## src/rtl/raster_pkg.sv

```systemverilog
// Shared raster-pipeline types: vertex coordinate layout, ROM word packing
// and the feeder state encoding.
package raster_pkg;

  localparam int COORD_W = 9;
  localparam int VX      = 2;
  localparam int VY      = 1;
  localparam int VZ      = 0;

  localparam int WORD_W  = 3 * COORD_W;
  localparam int X_LSB   = 2 * COORD_W;
  localparam int Y_LSB   = COORD_W;
  localparam int Z_LSB   = 0;

  typedef logic [COORD_W-1:0] coord_t;
  typedef coord_t [2:0] vertex_t;

  typedef enum logic [1:0] {
    ST_IDLE,
    ST_FETCH,
    ST_PRESENT
  } feeder_state_t;

  function automatic vertex_t unpack_vertex(input logic [WORD_W-1:0] w);
    vertex_t v;
    v[VX] = w[X_LSB +: COORD_W];
    v[VY] = w[Y_LSB +: COORD_W];
    v[VZ] = w[Z_LSB +: COORD_W];
    return v;
  endfunction

endpackage

```

## src/rtl/xilinx_single_port_ram_read_first.sv

```systemverilog
// Single-port read-first block RAM with an output register: two-cycle
// read latency from address to douta when regcea is held high.
module xilinx_single_port_ram_read_first #(
  parameter int    RAM_WIDTH = 27,
  parameter int    RAM_DEPTH = 36,
  parameter string INIT_FILE = ""
) (
  input  logic                         clka,
  input  logic [$clog2(RAM_DEPTH)-1:0] addra,
  input  logic [RAM_WIDTH-1:0]         dina,
  input  logic                         wea,
  input  logic                         ena,
  input  logic                         rsta,
  input  logic                         regcea,
  output logic [RAM_WIDTH-1:0]         douta
);

  logic [RAM_WIDTH-1:0] mem [RAM_DEPTH];
  logic [RAM_WIDTH-1:0] ram_data_q;
  logic [RAM_WIDTH-1:0] douta_q;

  always_ff @(posedge clka) begin
    if (ena) begin
      if (wea) mem[addra] <= dina;
      ram_data_q <= mem[addra];
    end
  end

  always_ff @(posedge clka) begin
    if (rsta) douta_q <= '0;
    else if (regcea) douta_q <= ram_data_q;
  end

  assign douta = douta_q;

  // The image is attached by the implementation flow; no name means the array is loaded externally.
  if (INIT_FILE == "") begin : g_no_image
  end

endmodule

```

## src/rtl/tri_feeder.sv

```systemverilog
// Streams a fixed triangle mesh from the vertex ROM to the rasterizer, one
// triangle per valid/ready transfer, flagging the last one with obj_done.
module tri_feeder
  import raster_pkg::*;
#(
  parameter int    NUM_TRIS  = 12,
  parameter int    ROM_DEPTH = 3 * NUM_TRIS,
  parameter string INIT_FILE = "mesh_init.mem"
) (
  input  logic    clk_in,
  input  logic    rst_in,
  input  logic    new_frame,
  input  logic    ready_in,
  output vertex_t vert1,
  output vertex_t vert2,
  output vertex_t vert3,
  output logic    valid_out,
  output logic    obj_done,
  output logic    busy,
  output logic    frame_sent
);

  localparam int ADDR_W = $clog2(ROM_DEPTH);
  localparam int IDX_W  = $clog2(NUM_TRIS + 1);
  localparam logic [IDX_W-1:0] LAST_IDX = IDX_W'(NUM_TRIS - 1);

  feeder_state_t     state_q, state_d;
  logic [IDX_W-1:0]  tri_idx_q, tri_idx_d;
  logic [2:0]        cnt_q, cnt_d;
  logic              pending_q, pending_d;
  vertex_t           vert1_q, vert1_d, vert2_q, vert2_d, vert3_q, vert3_d;
  logic              valid_q, valid_d, obj_done_q, obj_done_d;
  logic              busy_q, busy_d, frame_sent_q, frame_sent_d;
  logic [ADDR_W-1:0] base_addr, rom_addr;
  logic [WORD_W-1:0] rom_dout;

  always_comb begin
    base_addr = (ADDR_W'(tri_idx_q) << 1) + ADDR_W'(tri_idx_q);
    rom_addr  = base_addr;
    if (state_q == ST_FETCH && cnt_q < 3'd3) rom_addr = base_addr + ADDR_W'(cnt_q[1:0]);
  end

  xilinx_single_port_ram_read_first #(
    .RAM_WIDTH (WORD_W),
    .RAM_DEPTH (ROM_DEPTH),
    .INIT_FILE (INIT_FILE)
  ) mesh_rom (
    .clka   (clk_in),
    .addra  (rom_addr),
    .dina   ('0),
    .wea    (1'b0),
    .ena    (1'b1),
    .rsta   (rst_in),
    .regcea (1'b1),
    .douta  (rom_dout)
  );

  always_comb begin
    state_d      = state_q;
    tri_idx_d    = tri_idx_q;
    cnt_d        = cnt_q;
    vert1_d      = vert1_q;
    vert2_d      = vert2_q;
    vert3_d      = vert3_q;
    frame_sent_d = 1'b0;
    pending_d    = pending_q | (new_frame && state_q != ST_IDLE);
    case (state_q)
      ST_IDLE: begin
        if (new_frame || pending_q) begin
          pending_d = 1'b0;
          tri_idx_d = '0;
          cnt_d     = '0;
          state_d   = ST_FETCH;
        end
      end
      ST_FETCH: begin
        // Addresses go out at cnt 0..2; each word lands two cycles later.
        cnt_d = cnt_q + 3'd1;
        case (cnt_q)
          3'd2: vert1_d = unpack_vertex(rom_dout);
          3'd3: vert2_d = unpack_vertex(rom_dout);
          3'd4: begin
            vert3_d = unpack_vertex(rom_dout);
            cnt_d   = '0;
            state_d = ST_PRESENT;
          end
          default: ;
        endcase
      end
      ST_PRESENT: begin
        if (ready_in) begin
          if (tri_idx_q == LAST_IDX) begin
            frame_sent_d = 1'b1;
            tri_idx_d    = '0;
            state_d      = ST_IDLE;
          end else begin
            tri_idx_d = tri_idx_q + 1'b1;
            state_d   = ST_FETCH;
          end
        end
      end
      default: state_d = ST_IDLE;
    endcase
    valid_d    = (state_d == ST_PRESENT);
    obj_done_d = valid_d && (tri_idx_d == LAST_IDX);
    busy_d     = (state_d != ST_IDLE);
  end

  always_ff @(posedge clk_in) begin
    if (rst_in) begin
      state_q      <= ST_IDLE;
      tri_idx_q    <= '0;
      cnt_q        <= '0;
      pending_q    <= 1'b0;
      vert1_q      <= '0;
      vert2_q      <= '0;
      vert3_q      <= '0;
      valid_q      <= 1'b0;
      obj_done_q   <= 1'b0;
      busy_q       <= 1'b0;
      frame_sent_q <= 1'b0;
    end else begin
      state_q      <= state_d;
      tri_idx_q    <= tri_idx_d;
      cnt_q        <= cnt_d;
      pending_q    <= pending_d;
      vert1_q      <= vert1_d;
      vert2_q      <= vert2_d;
      vert3_q      <= vert3_d;
      valid_q      <= valid_d;
      obj_done_q   <= obj_done_d;
      busy_q       <= busy_d;
      frame_sent_q <= frame_sent_d;
    end
  end

  assign vert1      = vert1_q;
  assign vert2      = vert2_q;
  assign vert3      = vert3_q;
  assign valid_out  = valid_q;
  assign obj_done   = obj_done_q;
  assign busy       = busy_q;
  assign frame_sent = frame_sent_q;

endmodule

```

## config.mk

```make
export PLATFORM = sky130hd
export DESIGN_NAME = tri_feeder
export DESIGN_NICKNAME = d
export VERILOG_FILES = /design/src/rtl/raster_pkg.sv /design/src/rtl/xilinx_single_port_ram_read_first.sv /design/src/rtl/tri_feeder.sv
export SDC_FILE = /design/constraint.sdc
export NUM_CORES = 1
export LEC_CHECK = 0
export BUFFER_PORTS_ARGS = -buffer_cell sky130_fd_sc_hd__buf_4
export CAP_MARGIN = 15
export CELL_PAD_IN_SITES_DETAIL_PLACEMENT = 1
export CELL_PAD_IN_SITES_GLOBAL_PLACEMENT = 1
export CORE_ASPECT_RATIO = 1.5
export CORE_MARGIN = 10
export CORE_UTILIZATION = 28
export DETAILED_ROUTE_END_ITERATION = 10
export PLACE_DENSITY_LB_ADDON = 0.1
export SETUP_SLACK_MARGIN = 0.05
export SYNTH_ARGS = -nofsm -noshare
export SYNTH_HDL_FRONTEND = slang
export SYNTH_SLANG_ARGS = --single-unit
```

## constraint.sdc

```tcl
create_clock -name clk_in -period 2.1 [get_ports clk_in]
set_clock_uncertainty 0.2 [all_clocks]
set_input_delay 0.105 -clock clk_in [delete_from_list [all_inputs] [get_ports clk_in]]
set_output_delay 0.105 -clock clk_in [all_outputs]
set_load 0.005 [all_outputs]
```

==> summary.txt <==
Pwr
  – PwrDens: 554 nW/um2
  – Combinational power share: 0.139
  – P_leak: 0.000586 uW
  – VDD IR-drop max: 0.180 mV
  – Clk pwr share: 0.424
  – Switch Pwr: 177 uW
  – Sw frac: 0.278
  – Int Pwr: 460 uW
  – Seq pwr share: 0.438
  – Tot Pwr: around 640 uW

Die
  – Total die area: 7790 um2
  – Row cnt: 30
  – Die width: approximately 75 um
  – Die height: ~100 um
  – Initial Util: 0.287
  – # IOs: 89
  – Core ar.: 4500 um2

Placement
  – Cell Area, Placed: between 1000 and 1500 um2
  – Pre-CTS setup slack: 0.418 ns
  – IO buf count: 7
  – Detailed placement HPWL: 2460 um
  – Placer congestion estimate: 0.725

Synthesis
  – Post-synth top area share: 0.476
  – Register area share after synthesis: 0.217
  – Post-synth top area cell: buf_4
  – Post-synthesis cell count: about 160
  – Top_reg_cell synth: dfxtp_1
  – Area contributors post-synth: buf_4, dfxtp_1, ha_1
  – Most numerous cell in the Yosys netlist: buf_4
  – Post-synthesis cell type count: 33
  – FFs w/ async S/R, synth: 0
  – Mapped Avg Cell Area: between 8 and 9 um2
  – Synth Warn #: 0
  – Number of synthesized register bits: 14
  – Synth top cells by count: buf_4, dfxtp_1, nor2_1, nand2_1, nor2b_1
  – Mapped cell area: approximately 1300 um2
  – Post-synth EDFFs: 0

CTS
  – Root Buffer: clkbuf_8
  – Clock-pin transition on the worst setup and hold timing paths: around 0.060 ns
  – TritonCTS clock tree: done
  – CTS Buf Count: 3
  – CTS-repair resized insts: 0
  – Clock Tree Buf Depth: 2
  – CTS sink count: 14
  – Max H-tree Level: 1
  – Clk_lat worst skew: 0.25 ns

Global route
  – Vias in the first global route: 846
  – Initial antenna violation count: 0
  – GR Overflow Total: 0
  – GR Util All Layers: 0.0683
  – Largest net degree at the start of global routing: 14
  – First-pass GRT wire length: 4040 um

Drt
  – Antenna-violating nets left: 0
  – DRT Pass-1 Iters: 3
  – DR WL/cell: approximately 13 um
  – Routed WL: 2830 um
  – Vias: 791
  – DRC: 0
  – Via-to-Cell Ratio: around 3.7
  – Initial DRC count: 6

Finish
  – Final nets: 176
  – ANT cells: 0
  – Layout cells sized above 1: 0.0952
  – Reg area: 280 um2
  – Fillers: 588
  – Post-route cell area: 1150 um2
  – Multi-input gate area: 666 um2
  – Area growth, synth to finish: -11.1%

STA
  – Min Clock Period, post-route: ~1.7 ns
  – Final Hold Vio Count: 0
  – Period Utilization, post-route: 0.829
  – RSZ-0062 raised after global routing: no
  – Fmax: ~570 MHz
  – Max-slew violations: 0
  – Final TNS setup: 0 ns
  – Final setup fails: 0
  – Setup WS post-layout: 0.359 ns
  – Worst hold margin: 0.0897 ns

Setup path
  – Nature of the critical path endpoint: flip-flop
  – Worst setup SP type: input port
  – WP data required: 2.09 ns
  – Crit-path max FO: 4
  – Critical Path AT: 1.73 ns
  – Crit-path max cell delay: approximately 0.54 ns
  – Worst-path cell chain: dlygate4sd3_1 -> buf_4 -> or2_2 -> a21oi_1 -> a32o_1 -> and4_1
  – Critical-path top delay cell: dlygate4sd3_1
  – Setup Crit Path Kind: in2reg

Run status
  – Status: complete, no violations

Worst hold path
  – Min-Delay Path Class: in2reg

Job
  – Max-Cap Viols: 0
[registers in the layout, summed over array words and instances, names as in the netlist]
register and cells:
obj_done 1, cnt_q 3, tri_idx_q 4, busy 1
valid_out 1, state_q 2, frame_sent 1, pending_q 1
[worst max-delay path, delay by kind of cell]
kind,cells,cell delay [ns]
and+or+nand+nor,2,0.50
buffers and inverters,2,0.68
AOI/OAI and AO/OA,2,0.45
[metal layers]
metal / up-vias / routed length [um] / track usage
met2: 47 / 1560 / 0.127
met3: 4 / 270 / 0.0220
met4: 0 / 38 / 0.0344
li1: 374 / - / -
met5: - / 0 / 0
met1: 366 / 954 / 0.0635
[cell families (layout without fill, tap and decap cells)]
logic type	count (synthesis)	after routing	share of synthesized area
other	1	81	0.00290
DFF	14	14	0.217
AOI/OAI and AO/OA	18	18	0.102
adders and majority gates	3	3	0.0290
muxes	1	1	0.00774
buffers and inverters	88	17	0.500
and+or+nand+nor	34	34	0.141
[power groups by stage]
| stage | combinational (uW) | clock (uW) | sequential (uW) |
|---|---|---|---|
| final | 88.3 | 270 | 279 |
| after global routing | 106 | 288 | 280 |
| after CTS | 81.0 | 282 | 279 |
| after detailed placement | 77.9 | 0 | 285 |
| after global placement | 78.0 | 0 | 285 |
| after floorplan | 176 | 0 | 281 |
[per-stage QoR]
stage                     utilization  instances
final                           0.255        216
after floorplan                     -        239
after detailed placement        0.238        210
after CTS                       0.255        216
after global placement          0.238        210
after global routing            0.255        216
[layout by cell type, fill, tap and decap left out, types with 2 or more instances in the layout]
master / instances
a21oi_1: 4
a22o_1: 2
a22oi_1: 3
buf_4: 7
clkbuf_8: 4
conb_1: 81
dfxtp_1: 14
dlygate4sd3_1: 2
ha_1: 3
inv_1: 4
nand2_1: 5
nor2_1: 10
nor2b_1: 5
nor3_1: 2
o21ai_0: 3
or2_2: 2
[what timing repair did]
item,4_1_cts,5_1_grt
hold endpoints to repair,13,0
hold buffers,2,0
buffers inserted,0,0
[path summary, 6_finish.rpt]
path | slack, ns | from | depth (start not counted) | endpoint
worst max register to register | 0.43 | state_q[1]$_SDFF_PP0_ | 4 | tri_idx_q[2]$_SDFF_PP0_
worst min register to register | 0.29 | cnt_q[0]$_SDFFE_PP0P_ | 2 | cnt_q[0]$_SDFFE_PP0P_
worst min-delay path | 0.09 | ready_in | 4 | valid_out$_SDFF_PP0_
worst max-delay path | 0.36 | new_frame | 6 | obj_done$_SDFF_PP0_
[final cells by class]
type / count / area share
flip-flops and latches: 14 / 0.244
clock buffers: 4 / 0.0479
multi-input cells: 137 / 0.580
inverters: 4 / 0.0131
well taps: 48 / 0.0523
repair buffers: 9 / 0.0632
No activity file was read; power rests on OpenSTA's default activity.
